<file path="src/rtl/ex_pkg.sv">
// Shared encodings for the execute stage: ALU control, forwarding selects,
// R-type funct codes and the multiply/divide unit's op and state types.
package ex_pkg;

  localparam logic [5:0] FN_SLL   = 6'h00;
  localparam logic [5:0] FN_SRL   = 6'h02;
  localparam logic [5:0] FN_SRA   = 6'h03;
  localparam logic [5:0] FN_MFHI  = 6'h10;
  localparam logic [5:0] FN_MFLO  = 6'h12;
  localparam logic [5:0] FN_MULT  = 6'h18;
  localparam logic [5:0] FN_MULTU = 6'h19;
  localparam logic [5:0] FN_DIV   = 6'h1A;
  localparam logic [5:0] FN_DIVU  = 6'h1B;
  localparam logic [5:0] FN_ADD   = 6'h20;
  localparam logic [5:0] FN_ADDU  = 6'h21;
  localparam logic [5:0] FN_SUB   = 6'h22;
  localparam logic [5:0] FN_SUBU  = 6'h23;
  localparam logic [5:0] FN_AND   = 6'h24;
  localparam logic [5:0] FN_OR    = 6'h25;
  localparam logic [5:0] FN_XOR   = 6'h26;
  localparam logic [5:0] FN_NOR   = 6'h27;
  localparam logic [5:0] FN_SLT   = 6'h2A;
  localparam logic [5:0] FN_SLTU  = 6'h2B;

  localparam logic [1:0] ALU_OP_ADD   = 2'b00;
  localparam logic [1:0] ALU_OP_SUB   = 2'b01;
  localparam logic [1:0] ALU_OP_RTYPE = 2'b10;
  localparam logic [1:0] ALU_OP_OR    = 2'b11;

  localparam logic [1:0] FWD_REG = 2'b00;
  localparam logic [1:0] FWD_WB  = 2'b01;
  localparam logic [1:0] FWD_MEM = 2'b10;

  // Order matches funct[1:0] of mult/multu/div/divu.
  typedef enum logic [1:0] {MDU_MULT, MDU_MULTU, MDU_DIV, MDU_DIVU} mdu_op_e;

  typedef enum logic [1:0] {MDU_IDLE, MDU_RUN, MDU_DONE} mdu_state_e;

endpackage

</file>
<file path="src/rtl/mdu_iter.sv">
// Iterative radix-2 multiply/divide unit with HI/LO. Works on operand
// magnitudes and applies sign correction on the final iteration.
module mdu_iter
  import ex_pkg::*;
#(
  parameter int DATA_W = 32
) (
  input  logic              clk,
  input  logic              reset,
  input  logic              start,
  input  logic [1:0]        op,
  input  logic [DATA_W-1:0] a,
  input  logic [DATA_W-1:0] b,
  output logic              busy,
  output logic              done,
  output logic [DATA_W-1:0] hi,
  output logic [DATA_W-1:0] lo,
  output logic [1:0]        state_dbg
);

  localparam int CNT_W = $clog2(DATA_W);

  // Handshake: start is a one-cycle request honoured only in IDLE; busy is
  // high for the DATA_W iterations and done pulses for one cycle once HI/LO
  // hold the new result. start is ignored while busy or done.
  mdu_state_e        state;
  mdu_op_e           op_q;
  logic [CNT_W-1:0]  cnt;
  logic [DATA_W-1:0] acc_hi, acc_lo, opnd_b, a_raw;
  logic              res_neg, rem_neg, div_zero;

  mdu_op_e           op_in;
  logic              in_signed, in_div, a_neg, b_neg, is_div;
  logic [DATA_W-1:0] mag_a, mag_b;

  assign op_in     = mdu_op_e'(op);
  assign in_signed = (op_in == MDU_MULT) || (op_in == MDU_DIV);
  assign in_div    = (op_in == MDU_DIV) || (op_in == MDU_DIVU);
  assign a_neg     = in_signed & a[DATA_W-1];
  assign b_neg     = in_signed & b[DATA_W-1];
  assign mag_a     = a_neg ? -a : a;
  assign mag_b     = b_neg ? -b : b;
  assign is_div    = (op_q == MDU_DIV) || (op_q == MDU_DIVU);

  logic [DATA_W:0]     mul_sum, div_shift, div_diff;
  logic [DATA_W-1:0]   step_hi, step_lo, fin_hi, fin_lo;
  logic [2*DATA_W-1:0] prod, prod_fix;

  assign mul_sum   = {1'b0, acc_hi} + (acc_lo[0] ? {1'b0, opnd_b} : '0);
  assign div_shift = {acc_hi, acc_lo[DATA_W-1]};
  assign div_diff  = div_shift - {1'b0, opnd_b};

  // acc_hi is the partial product / partial remainder; acc_lo the
  // multiplier being shifted out / the quotient being shifted in.
  always_comb begin
    step_hi = acc_hi;
    step_lo = acc_lo;
    if (is_div) begin
      if (!div_diff[DATA_W]) begin
        step_hi = div_diff[DATA_W-1:0];
        step_lo = {acc_lo[DATA_W-2:0], 1'b1};
      end else begin
        step_hi = div_shift[DATA_W-1:0];
        step_lo = {acc_lo[DATA_W-2:0], 1'b0};
      end
    end else begin
      step_hi = mul_sum[DATA_W:1];
      step_lo = {mul_sum[0], acc_lo[DATA_W-1:1]};
    end
  end

  assign prod     = {step_hi, step_lo};
  assign prod_fix = res_neg ? -prod : prod;

  always_comb begin
    fin_hi = prod_fix[2*DATA_W-1:DATA_W];
    fin_lo = prod_fix[DATA_W-1:0];
    if (is_div) begin
      if (div_zero) begin
        fin_hi = a_raw;
        fin_lo = {DATA_W{1'b1}};
      end else begin
        fin_hi = rem_neg ? -step_hi : step_hi;
        fin_lo = res_neg ? -step_lo : step_lo;
      end
    end
  end

  always_ff @(posedge clk or negedge reset) begin
    if (!reset) begin
      state    <= MDU_IDLE;
      op_q     <= MDU_MULT;
      cnt      <= '0;
      acc_hi   <= '0;
      acc_lo   <= '0;
      opnd_b   <= '0;
      a_raw    <= '0;
      res_neg  <= 1'b0;
      rem_neg  <= 1'b0;
      div_zero <= 1'b0;
      busy     <= 1'b0;
      done     <= 1'b0;
      hi       <= '0;
      lo       <= '0;
    end else begin
      case (state)
        MDU_IDLE: begin
          if (start) begin
            state    <= MDU_RUN;
            busy     <= 1'b1;
            cnt      <= '0;
            op_q     <= op_in;
            a_raw    <= a;
            res_neg  <= a_neg ^ b_neg;
            rem_neg  <= a_neg;
            div_zero <= (b == '0);
            acc_hi   <= '0;
            acc_lo   <= in_div ? mag_a : mag_b;
            opnd_b   <= in_div ? mag_b : mag_a;
          end
        end
        MDU_RUN: begin
          acc_hi <= step_hi;
          acc_lo <= step_lo;
          cnt    <= cnt + 1'b1;
          if (cnt == CNT_W'(DATA_W - 1)) begin
            hi    <= fin_hi;
            lo    <= fin_lo;
            busy  <= 1'b0;
            done  <= 1'b1;
            state <= MDU_DONE;
          end
        end
        MDU_DONE: begin
          done  <= 1'b0;
          state <= MDU_IDLE;
        end
        default: state <= MDU_IDLE;
      endcase
    end
  end

  assign state_dbg = state;

endmodule

</file>
<file path="src/rtl/ex_pipe_stage_mdu.sv">
// MIPS execute stage: operand forwarding, ALU-source mux, ALU with funct
// decode, and the multi-cycle multiply/divide unit that stalls the front end.
module ex_pipe_stage_mdu
  import ex_pkg::*;
#(
  parameter int DATA_W = 32,
  parameter int SH_W   = $clog2(DATA_W)
) (
  input  logic              clk,
  input  logic              reset,
  input  logic              id_ex_valid,
  input  logic [31:0]       id_ex_instr,
  input  logic [DATA_W-1:0] id_ex_reg1,
  input  logic [DATA_W-1:0] id_ex_reg2,
  input  logic [DATA_W-1:0] id_ex_imm_value,
  input  logic              id_ex_alu_src,
  input  logic [1:0]        id_ex_alu_op,
  input  logic [DATA_W-1:0] ex_mem_alu_result,
  input  logic [DATA_W-1:0] mem_wb_write_back_result,
  input  logic [1:0]        forward_a,
  input  logic [1:0]        forward_b,
  output logic [DATA_W-1:0] alu_in2_out,
  output logic [DATA_W-1:0] alu_result,
  output logic              alu_zero,
  output logic              alu_overflow,
  output logic              ex_stall,
  output logic              mdu_busy
);

  logic [5:0]        funct;
  logic [SH_W-1:0]   shamt;
  logic [DATA_W-1:0] op_a, fwd_b, op_b, sum, diff, mdu_hi, mdu_lo;
  logic              is_mdu_fn, start_req, mdu_done;
  logic [1:0]        mdu_state;
  logic              unused_instr;

  assign funct        = id_ex_instr[5:0];
  assign shamt        = id_ex_instr[6 +: SH_W];
  assign unused_instr = ^id_ex_instr[31:11];

  always_comb begin
    case (forward_a)
      FWD_WB:  op_a = mem_wb_write_back_result;
      FWD_MEM: op_a = ex_mem_alu_result;
      default: op_a = id_ex_reg1;
    endcase
    case (forward_b)
      FWD_WB:  fwd_b = mem_wb_write_back_result;
      FWD_MEM: fwd_b = ex_mem_alu_result;
      default: fwd_b = id_ex_reg2;
    endcase
  end

  assign op_b        = id_ex_alu_src ? id_ex_imm_value : fwd_b;
  assign alu_in2_out = fwd_b;
  assign sum         = op_a + op_b;
  assign diff        = op_a - op_b;

  always_comb begin
    alu_result   = '0;
    alu_overflow = 1'b0;
    case (id_ex_alu_op)
      ALU_OP_ADD: alu_result = sum;
      ALU_OP_SUB: alu_result = diff;
      ALU_OP_OR:  alu_result = op_a | op_b;
      default: begin
        case (funct)
          FN_ADD, FN_ADDU: begin
            alu_result   = sum;
            alu_overflow = (funct == FN_ADD) && (op_a[DATA_W-1] == op_b[DATA_W-1])
                           && (sum[DATA_W-1] != op_a[DATA_W-1]);
          end
          FN_SUB, FN_SUBU: begin
            alu_result   = diff;
            alu_overflow = (funct == FN_SUB) && (op_a[DATA_W-1] != op_b[DATA_W-1])
                           && (diff[DATA_W-1] != op_a[DATA_W-1]);
          end
          FN_AND:  alu_result = op_a & op_b;
          FN_OR:   alu_result = op_a | op_b;
          FN_XOR:  alu_result = op_a ^ op_b;
          FN_NOR:  alu_result = ~(op_a | op_b);
          FN_SLT:  alu_result = {{(DATA_W-1){1'b0}}, $signed(op_a) < $signed(op_b)};
          FN_SLTU: alu_result = {{(DATA_W-1){1'b0}}, op_a < op_b};
          FN_SLL:  alu_result = op_b << shamt;
          FN_SRL:  alu_result = op_b >> shamt;
          FN_SRA:  alu_result = $signed(op_b) >>> shamt;
          FN_MFHI: alu_result = mdu_hi;
          FN_MFLO: alu_result = mdu_lo;
          default: alu_result = '0;
        endcase
      end
    endcase
  end

  assign alu_zero = (alu_result == '0);

  // A DONE-cycle instruction is still the finished mult/div; done blocks its restart.
  assign is_mdu_fn = (funct == FN_MULT) || (funct == FN_MULTU) ||
                     (funct == FN_DIV)  || (funct == FN_DIVU);
  assign start_req = id_ex_valid && (id_ex_alu_op == ALU_OP_RTYPE) && is_mdu_fn &&
                     !mdu_busy && !mdu_done && (mdu_state == MDU_IDLE);
  assign ex_stall  = start_req | mdu_busy;

  mdu_iter #(.DATA_W(DATA_W)) u_mdu (
    .clk       (clk),
    .reset     (reset),
    .start     (start_req),
    .op        (funct[1:0]),
    .a         (op_a),
    .b         (fwd_b),
    .busy      (mdu_busy),
    .done      (mdu_done),
    .hi        (mdu_hi),
    .lo        (mdu_lo),
    .state_dbg (mdu_state)
  );

endmodule

</file>
<file path="config.mk">
export PLATFORM = sky130hd
export DESIGN_NAME = ex_pipe_stage_mdu
export DESIGN_NICKNAME = d
export VERILOG_FILES = /design/src/rtl/ex_pkg.sv /design/src/rtl/mdu_iter.sv /design/src/rtl/ex_pipe_stage_mdu.sv
export SDC_FILE = /design/constraint.sdc
export NUM_CORES = 2
export LEC_CHECK = 0
export ABC_AREA = 1
export CELL_PAD_IN_SITES_DETAIL_PLACEMENT = 0
export CELL_PAD_IN_SITES_GLOBAL_PLACEMENT = 2
export CORE_AREA = 2 2 342 344
export DETAILED_ROUTE_END_ITERATION = 7
export DIE_AREA = 0 0 344 346
export GPL_TIMING_DRIVEN = 1
export PLACE_DENSITY = 0.77
export SLEW_MARGIN = 10
export SYNTH_ARGS = -nofsm -noshare
export SYNTH_HDL_FRONTEND = slang
export SYNTH_SLANG_ARGS = --single-unit
</file>
<file path="constraint.sdc">
create_clock -name clk -period 5.3 [get_ports clk]
set_input_delay 0.795 -clock clk [delete_from_list [all_inputs] [get_ports clk]]
set_output_delay 0.795 -clock clk [all_outputs]
set_load 0.005 [all_outputs]
</file>
# After elaboration in Yosys (flattened, before gate mapping)
# Index checks and enable logic that the tools add are counted.
# totals
ff_bits	206
input_bits	202
out_inout_bits	68
# classes
addsub	10
magnitude_cmp	2
n_eq_ne	38
shifts	3
mux	37
n_bitwise	8
reduce_logical	34
# ops
operator	n
two-way mux 32 bit	17
one-hot mux 32 bit (13 select lines)	1
one-hot mux 32 bit (2 select lines)	4
negator 32 bit	4
one-hot mux 32 bit (3 select lines)	1
zero test 32 bit	2
< comparator 32 bit	2
two-way mux 64 bit	1
negator 64 bit	1
== test 6 bit, second input constant	10
== test 6 x 5 -> 1 bit, second input constant	6
adder 32 x 33 -> 33 bit	1
subtractor 33 x 32 -> 33 bit	1
adder 32 bit	1
bitwise AND 32 bit	1
inverter 32 bit	1
OR 32 bit	1
<< shifter 32 x 5 -> 32 bit	1
right shift 32 x 5 -> 32 bit	1
>>> shifter 32 x 5 -> 32 bit	1
subtractor 32 bit	1
bitwise XOR 32 bit	1
== test 2 bit, second input constant	9
== test 6 x 2 -> 1 bit, second input constant	2
26 further kinds	61

# Logic depth before layout (Yosys ltp)
# logic_depth
ltp_word	10
depth_mapped	37

# Cells and area by module
# Synthesis repeated with hierarchy kept, for this count alone.
# unflattened
hier_cells	5843
area_unflattened_um2	33398.3
# modules_own_cells
mod	instances	cells_per_inst	area_per_inst_um2	seq_area_each_um2
mdu_iter	1	3056	19160.9	5129.9
ex_pipe_stage_mdu	1	2787	14237.4	0.0

# Worst setup path after synthesis
# OpenSTA, ideal clock, no wires.
# synth_path
path_type	input to output
from	in forward_a[0]
to	out alu_zero
arrival_time_ns	4.512
required_time_ns	4.505
setup_slack_ns	-0.007
cell_stages	29
cell_sequence	inv_1 -> ha_1 -> buf_4 -> inv_2 -> buf_6 -> buf_4 -> buf_2 -> buf_2 -> o21ai_0 -> inv_1 -> ha_1 -> clkbuf_1 -> inv_1 -> a21o_1 -> o21bai_1 -> a21oi_1 -> inv_1 -> a21oi_1 -> xor2_1 -> nor2_1 -> a21oi_1 -> nand2_1 -> nand2_1 -> nand2_1 -> nor2_1 -> nand2_1 -> nor2_1 -> nand2_1 -> nor2_1
# synth_via
elab_cells_between_ends	14
cone_classes	2 x add/sub; 2 x order compare; 2 x eq/ne; 3 x mux; 4 x bitwise; 1 x reduce/logical
# synth_lines
element	line_no	source
start, declared	ex_pipe_stage_mdu.sv:20	input logic [1:0] forward_a,
== test 2 bit / == test 2 x 1 -> 1 bit (equally long branches)	ex_pipe_stage_mdu.sv:42	case (forward_a)
one-hot mux 32 bit (2 select lines) (*)	ex_pipe_stage_mdu.sv:42	
via op_a[22]	ex_pipe_stage_mdu.sv:32	logic [DATA_W-1:0] op_a, fwd_b, op_b, sum, diff, mdu_hi, mdu_lo;
subtractor 32 bit / adder 32 bit (equally long branches)	ex_pipe_stage_mdu.sv:57, ex_pipe_stage_mdu.sv:56	
one-hot mux 32 bit (13 select lines)	ex_pipe_stage_mdu.sv:67	case (funct)
one-hot mux 32 bit (3 select lines) (*)	ex_pipe_stage_mdu.sv:62	case (id_ex_alu_op)
via alu_result[23]	ex_pipe_stage_mdu.sv:23	output logic [DATA_W-1:0] alu_result,
zero test 32 bit (*)	ex_pipe_stage_mdu.sv:95	assign alu_zero = (alu_result == '0);
end, declared	ex_pipe_stage_mdu.sv:24	output logic alu_zero,
# Mark *: on every way through the listed nets, which the timed path passes. The rest lies on a longest branch.

# Final worst setup path
# layout_path
from	in forward_b[1]
to	out alu_zero
# layout_via
elab_chain_len	8
elab_cells_between_ends	18
cone_classes	2 x add/sub; 2 x order compare; 2 x eq/ne; 3 x shift; 4 x mux; 4 x bitwise; 1 x reduce/logical
# layout_rtl
element	line_no	source
start, declared	ex_pipe_stage_mdu.sv:21	input logic [1:0] forward_b,
== test 2 bit / == test 2 x 1 -> 1 bit (equally long branches)	ex_pipe_stage_mdu.sv:47	case (forward_b)
one-hot mux 32 bit (2 select lines) (*)	ex_pipe_stage_mdu.sv:47	
two-way mux 32 bit (*)	ex_pipe_stage_mdu.sv:54	assign op_b = id_ex_alu_src ? id_ex_imm_value : fwd_b;
branches (longest 3 deep; another with subtractor 32 bit)	--	
one-hot mux 32 bit (3 select lines) (*)	ex_pipe_stage_mdu.sv:62	
zero test 32 bit (*)	ex_pipe_stage_mdu.sv:95	
# Mark *: on every way between the ends.

==> impl_results.md <==
* Endpoint class of the critical path: output port
* Source-to-sink clock delay at the later pin of the worst-skew pair at 0.58 ns
* Worst slew margin relative to its limit at between 20% and 30%
* Number of nets in the final layout at 7,132
* Clock network fraction of design power at approximately 9.2%
* Worst reg2reg path startpoint: u_mdu.opnd_b[25]$_DFFE_PN0P_
* Slowest cell delay on critical path at between 0.2 and 0.3 ns
* Sequential power share at approximately 14%
* Distinct cells, synth at approximately 70
* Leakage power at ~24 nW
* Number of antenna violations at the first check in global routing at 1
* Total die area at ~120,000 um2
* Endpoint of the worst setup timing path: alu_zero
* Number of H-tree levels at 1
* Number of fillers in the final layout at between 10,000 and 15,000
* Wire length of the first global-routing pass at between 300,000 and 400,000 um
* Total CTS buffers at 25
* Highest-delay cell along the critical path: sky130_fd_sc_hd__ha_4
* Hold Vio Cnt, Final at 0
* Arrival time of the worst setup path at between 4 and 5 ns
* Setup repair after global routing missed its margin: true
* Sequential element share of the synthesized area at between 15 and 20%
* Detail Placement HPWL at 178,000 um
* Number of flops mapped to enable cells by yosys at 0
* Total instance count after detailed placement at 8,144
* ANT nets after route at 0
* GRT Overall Usage at between 30% and 40%
* Type of the worst setup path: in2out
* Cell area after synthesis at 32,010 um2
* Core region area at 115,400 um2
* Max-slew violations at 0
* Highest Clock Rate at between 0.15 and 0.2 GHz
* Count of buffers from port buffering at 248
* Chip width at approximately 340 um
* Detailed-route wire length at 211,700 um
* Post-synthesis cell count at about 5,700
* Number of cells on the worst reg-to-reg path at 33
* TritonCTS clock tree: yes
* Minimum period implied by the final worst setup slack at 5.474 ns
* Kind of start point of the critical path: input port
* Synthesized area per cell at between 5 and 6 um2
* Final period util at 103.3%
* Violated checks: negative setup slack
* Total of warnings raised by yosys at 0
* Pin count of the biggest net entering global routing at about 120
* Minimum setup slack after placement at -1.650 ns
* Slew @ Worst Pin at approximately 1.1 ns
* Number of endpoints failing setup at the final stage at 5
* Int Power at a little over 0.008 W
* Number of sinks handled by clock tree synthesis at a little over 200
* Result of the run: finished with violations
* Worst min-delay path category: in2async
* Reg-to-reg slack, setup at about 0.34 ns
* Area growth syn-to-layout at 48.89%
* Gate power share at 76.8%
* Sequential standard cell area at approximately 5100 um2
* Start point of the critical path: forward_b[1]
* Clk pin slew, worst setup/hold paths at about 0.080 ns
* GRT overflow at 0
* Vias in the first global route at 42,660
* Initial core utilization at approximately 28%
* Clock Tree Buf Depth at 3
* Overall via count from detail_route at 43,210
* Switching Share at 57.43%
* Final GP Congestion at 1.003
* Proportion of synthesized flip-flops having asynchronous set or reset at 100.0%
* Rows at ~130
* Clock root cell: sky130_fd_sc_hd__clkbuf_16
* Die outline height at between 300 and 400 um
* Initial detailed-routing violation count at 3,842
* Post-route clock skew at between 0.04 and 0.05 ns
* Top-level I/O count at 270
* Fraction of layout instances using a drive strength above 1 at a little over a quarter
* DRC at 0
* Max Cap Violations at 0
* Final worst setup slack at -0.1740 ns
* Via/cell ratio at roughly 5.2
* Routed wire length per instance at 25.54 um
* Iteration count of the initial detailed-routing pass at 6
* Reg2Reg Capture Point: u_mdu.hi[26]$_DFFE_PN0P_
* Count of non-filler cells in the finished layout at between 8,000 and 9,000
* Worst supply voltage drop on vdd at around 0.27 mV
* Nets in the synthesized netlist at slightly above 6,000
* Most common flop cell mapped by yosys: sky130_fd_sc_hd__dfrtp_1
* Post-synthesis register bit count at about 210
* Worst endpoint required time at approximately 4.5 ns
* Post-CTS Hold Fix Bufs at 0
* Pwr per Cell Area at between 400 and 500 nW/um2
* Area occupied by multi-input gates at between 20,000 and 30,000 um2
* Sw power at around 0.011 W
* Max Fanout on Critical Path at 8
-- critical path, delay by kind of cell --
| kind | cells | cell delay, ns |
|---|---|---|
| AND/OR/NAND/NOR | 12 | 1.29 |
| buffers and inverters | 10 | 1.26 |
| AO/OA/AOI/OAI | 6 | 0.82 |
| adder cells (fa/ha/maj) | 2 | 0.47 |
-- per-stage QoR --
stage               area [um2]  util (%)  power (W)  TNS (ns)  hold WS [ns]
detailed placement       43030     37.28    0.01646    -32.74        0.4664
global route             47650     41.29    0.02076    -1.050        0.3660
floorplan                32010         -    0.01015         0        0.4447
finish                   47660     41.30    0.01950   -0.2634        0.2956
global placement         43030     37.28    0.01649    -31.43        0.4714
CTS                      46480     40.27    0.01898  -0.06699        0.3616
-- cell usage in the layout (no fill, tap or decap), types with 72 or more instances in the layout --
master                            instances
sky130_fd_sc_hd__clkdlybuf4s50_1        209
sky130_fd_sc_hd__o21ai_2                 72
sky130_fd_sc_hd__o21ai_1                 85
sky130_fd_sc_hd__xor2_1                 102
sky130_fd_sc_hd__nand3_1                517
sky130_fd_sc_hd__o21ai_0                242
sky130_fd_sc_hd__ha_1                   138
sky130_fd_sc_hd__inv_1                  699
sky130_fd_sc_hd__a21oi_1                168
sky130_fd_sc_hd__nor2_1                 468
sky130_fd_sc_hd__nand2_1               1644
sky130_fd_sc_hd__dfrtp_1                203
sky130_fd_sc_hd__nand2_2                117
sky130_fd_sc_hd__buf_4                  961
-- flip-flops by register name, summed over array words and instances, names as in the netlist --
name             cells
u_mdu.lo            32
u_mdu.done           1
u_mdu.rem_neg        1
u_mdu.op_q           1
u_mdu.hi            32
u_mdu.acc_lo        32
u_mdu.div_zero       1
u_mdu.busy           1
u_mdu.a_raw         32
u_mdu.state_dbg      2
u_mdu.res_neg        1
u_mdu.cnt            5
u_mdu.opnd_b        32
u_mdu.acc_hi        32
-- synth_stat cells (12+ instances only) --
library cell | count | area share, %
sky130_fd_sc_hd__nor2_2 | 24 | 0.47
sky130_fd_sc_hd__buf_2 | 34 | 0.53
sky130_fd_sc_hd__nor3_1 | 51 | 0.80
sky130_fd_sc_hd__buf_4 | 13 | 0.30
sky130_fd_sc_hd__o21a_1 | 12 | 0.28
sky130_fd_sc_hd__a22oi_1 | 18 | 0.42
sky130_fd_sc_hd__a22o_1 | 31 | 0.85
sky130_fd_sc_hd__nand2_2 | 43 | 0.84
sky130_fd_sc_hd__o2111ai_1 | 19 | 0.52
sky130_fd_sc_hd__o211ai_1 | 18 | 0.42
sky130_fd_sc_hd__nand3b_1 | 31 | 0.73
sky130_fd_sc_hd__o22ai_1 | 66 | 1.3
sky130_fd_sc_hd__dfrtp_1 | 205 | 16
sky130_fd_sc_hd__buf_1 | 30 | 0.35
sky130_fd_sc_hd__o21ai_1 | 87 | 1.4
sky130_fd_sc_hd__xor2_1 | 125 | 3.4
sky130_fd_sc_hd__nor2_1 | 536 | 6.3
sky130_fd_sc_hd__o21ai_2 | 29 | 0.79
sky130_fd_sc_hd__a31oi_1 | 20 | 0.39
sky130_fd_sc_hd__ha_1 | 184 | 7.2
sky130_fd_sc_hd__o21ai_0 | 313 | 4.9
sky130_fd_sc_hd__a21oi_1 | 236 | 3.7
sky130_fd_sc_hd__or2_2 | 17 | 0.33
sky130_fd_sc_hd__a221oi_1 | 31 | 0.85
sky130_fd_sc_hd__buf_6 | 13 | 0.46
sky130_fd_sc_hd__o221ai_1 | 44 | 1.2
sky130_fd_sc_hd__inv_1 | 749 | 8.8
sky130_fd_sc_hd__nand3_1 | 550 | 8.6
sky130_fd_sc_hd__nor2_4 | 12 | 0.42
sky130_fd_sc_hd__clkbuf_1 | 152 | 1.8
sky130_fd_sc_hd__nand4_1 | 61 | 1.2
sky130_fd_sc_hd__nand2_1 | 1731 | 20
-- cells by family after synthesis --
group | after synthesis | share of synthesized area, %
multiplexers | 2 | 0.06254
buffers and inverters | 1012 | 12.50
XOR/XNOR | 134 | 3.666
AO/OA/AOI/OAI | 1003 | 19.03
adder cells (fa/ha/maj) | 188 | 7.442
flip-flops | 205 | 16.02
AND/OR/NAND/NOR | 3107 | 41.28
-- area by class of cell --
cell class	instances	share of cell area [%]
antenna	4	0.02100
clock buffer	29	1.428
clock inverter	16	0.3176
inverter	769	6.164
multi-input combinational	4434	53.67
sequential	205	10.77
tap	1524	4.001
timing repair buffer	1307	23.63
-- power groups by stage --
stage	combinational (W)	clock [W]	sequential, W
3_3_place_gp	0.0138	0	0.00273
2_1_floorplan	0.00783	0	0.00233
3_5_place_dp	0.0137	0	0.00273
4_1_cts	0.0145	0.00182	0.00271
5_1_grt	0.0161	0.00188	0.00275
6_report	0.0150	0.00180	0.00273
-- worst min path at each step --
stage               slack, ns  cells after the start                           end                      from
floorplan                0.44                      2      u_mdu.hi[20]$_DFFE_PN0P_  u_mdu.hi[20]$_DFFE_PN0P_
global placement         0.47                      2       u_mdu.hi[3]$_DFFE_PN0P_   u_mdu.hi[3]$_DFFE_PN0P_
CTS                      0.36                      1  u_mdu.acc_hi[18]$_DFFE_PN0P_                     reset
detailed placement       0.47                      2      u_mdu.hi[26]$_DFFE_PN0P_  u_mdu.hi[26]$_DFFE_PN0P_
finish                   0.30                      1  u_mdu.acc_hi[18]$_DFFE_PN0P_                     reset
global route             0.37                      1  u_mdu.acc_hi[18]$_DFFE_PN0P_                     reset
-- per-layer routing --
layer | wire [um] | vias up | track usage [%]
met5 | 0 | - | 0
met4 | 17970 | 0 | 23.19
met3 | 10240 | 437 | 2.827
met2 | 98540 | 1551 | 57.88
met1 | 84910 | 20610 | 41.79
li1 | - | 20610 | -
-- what timing repair did --
| item | in CTS | in global routing |
|---|---|---|
| pin swaps | 151 | 108 |
| setup buffers | 64 | 27 |
| endpoints found under the setup margin | 34 | 37 |
| resized for setup | 572 | 252 |
| cloned | 5 | 2 |
(Power assumes the default switching activity.)
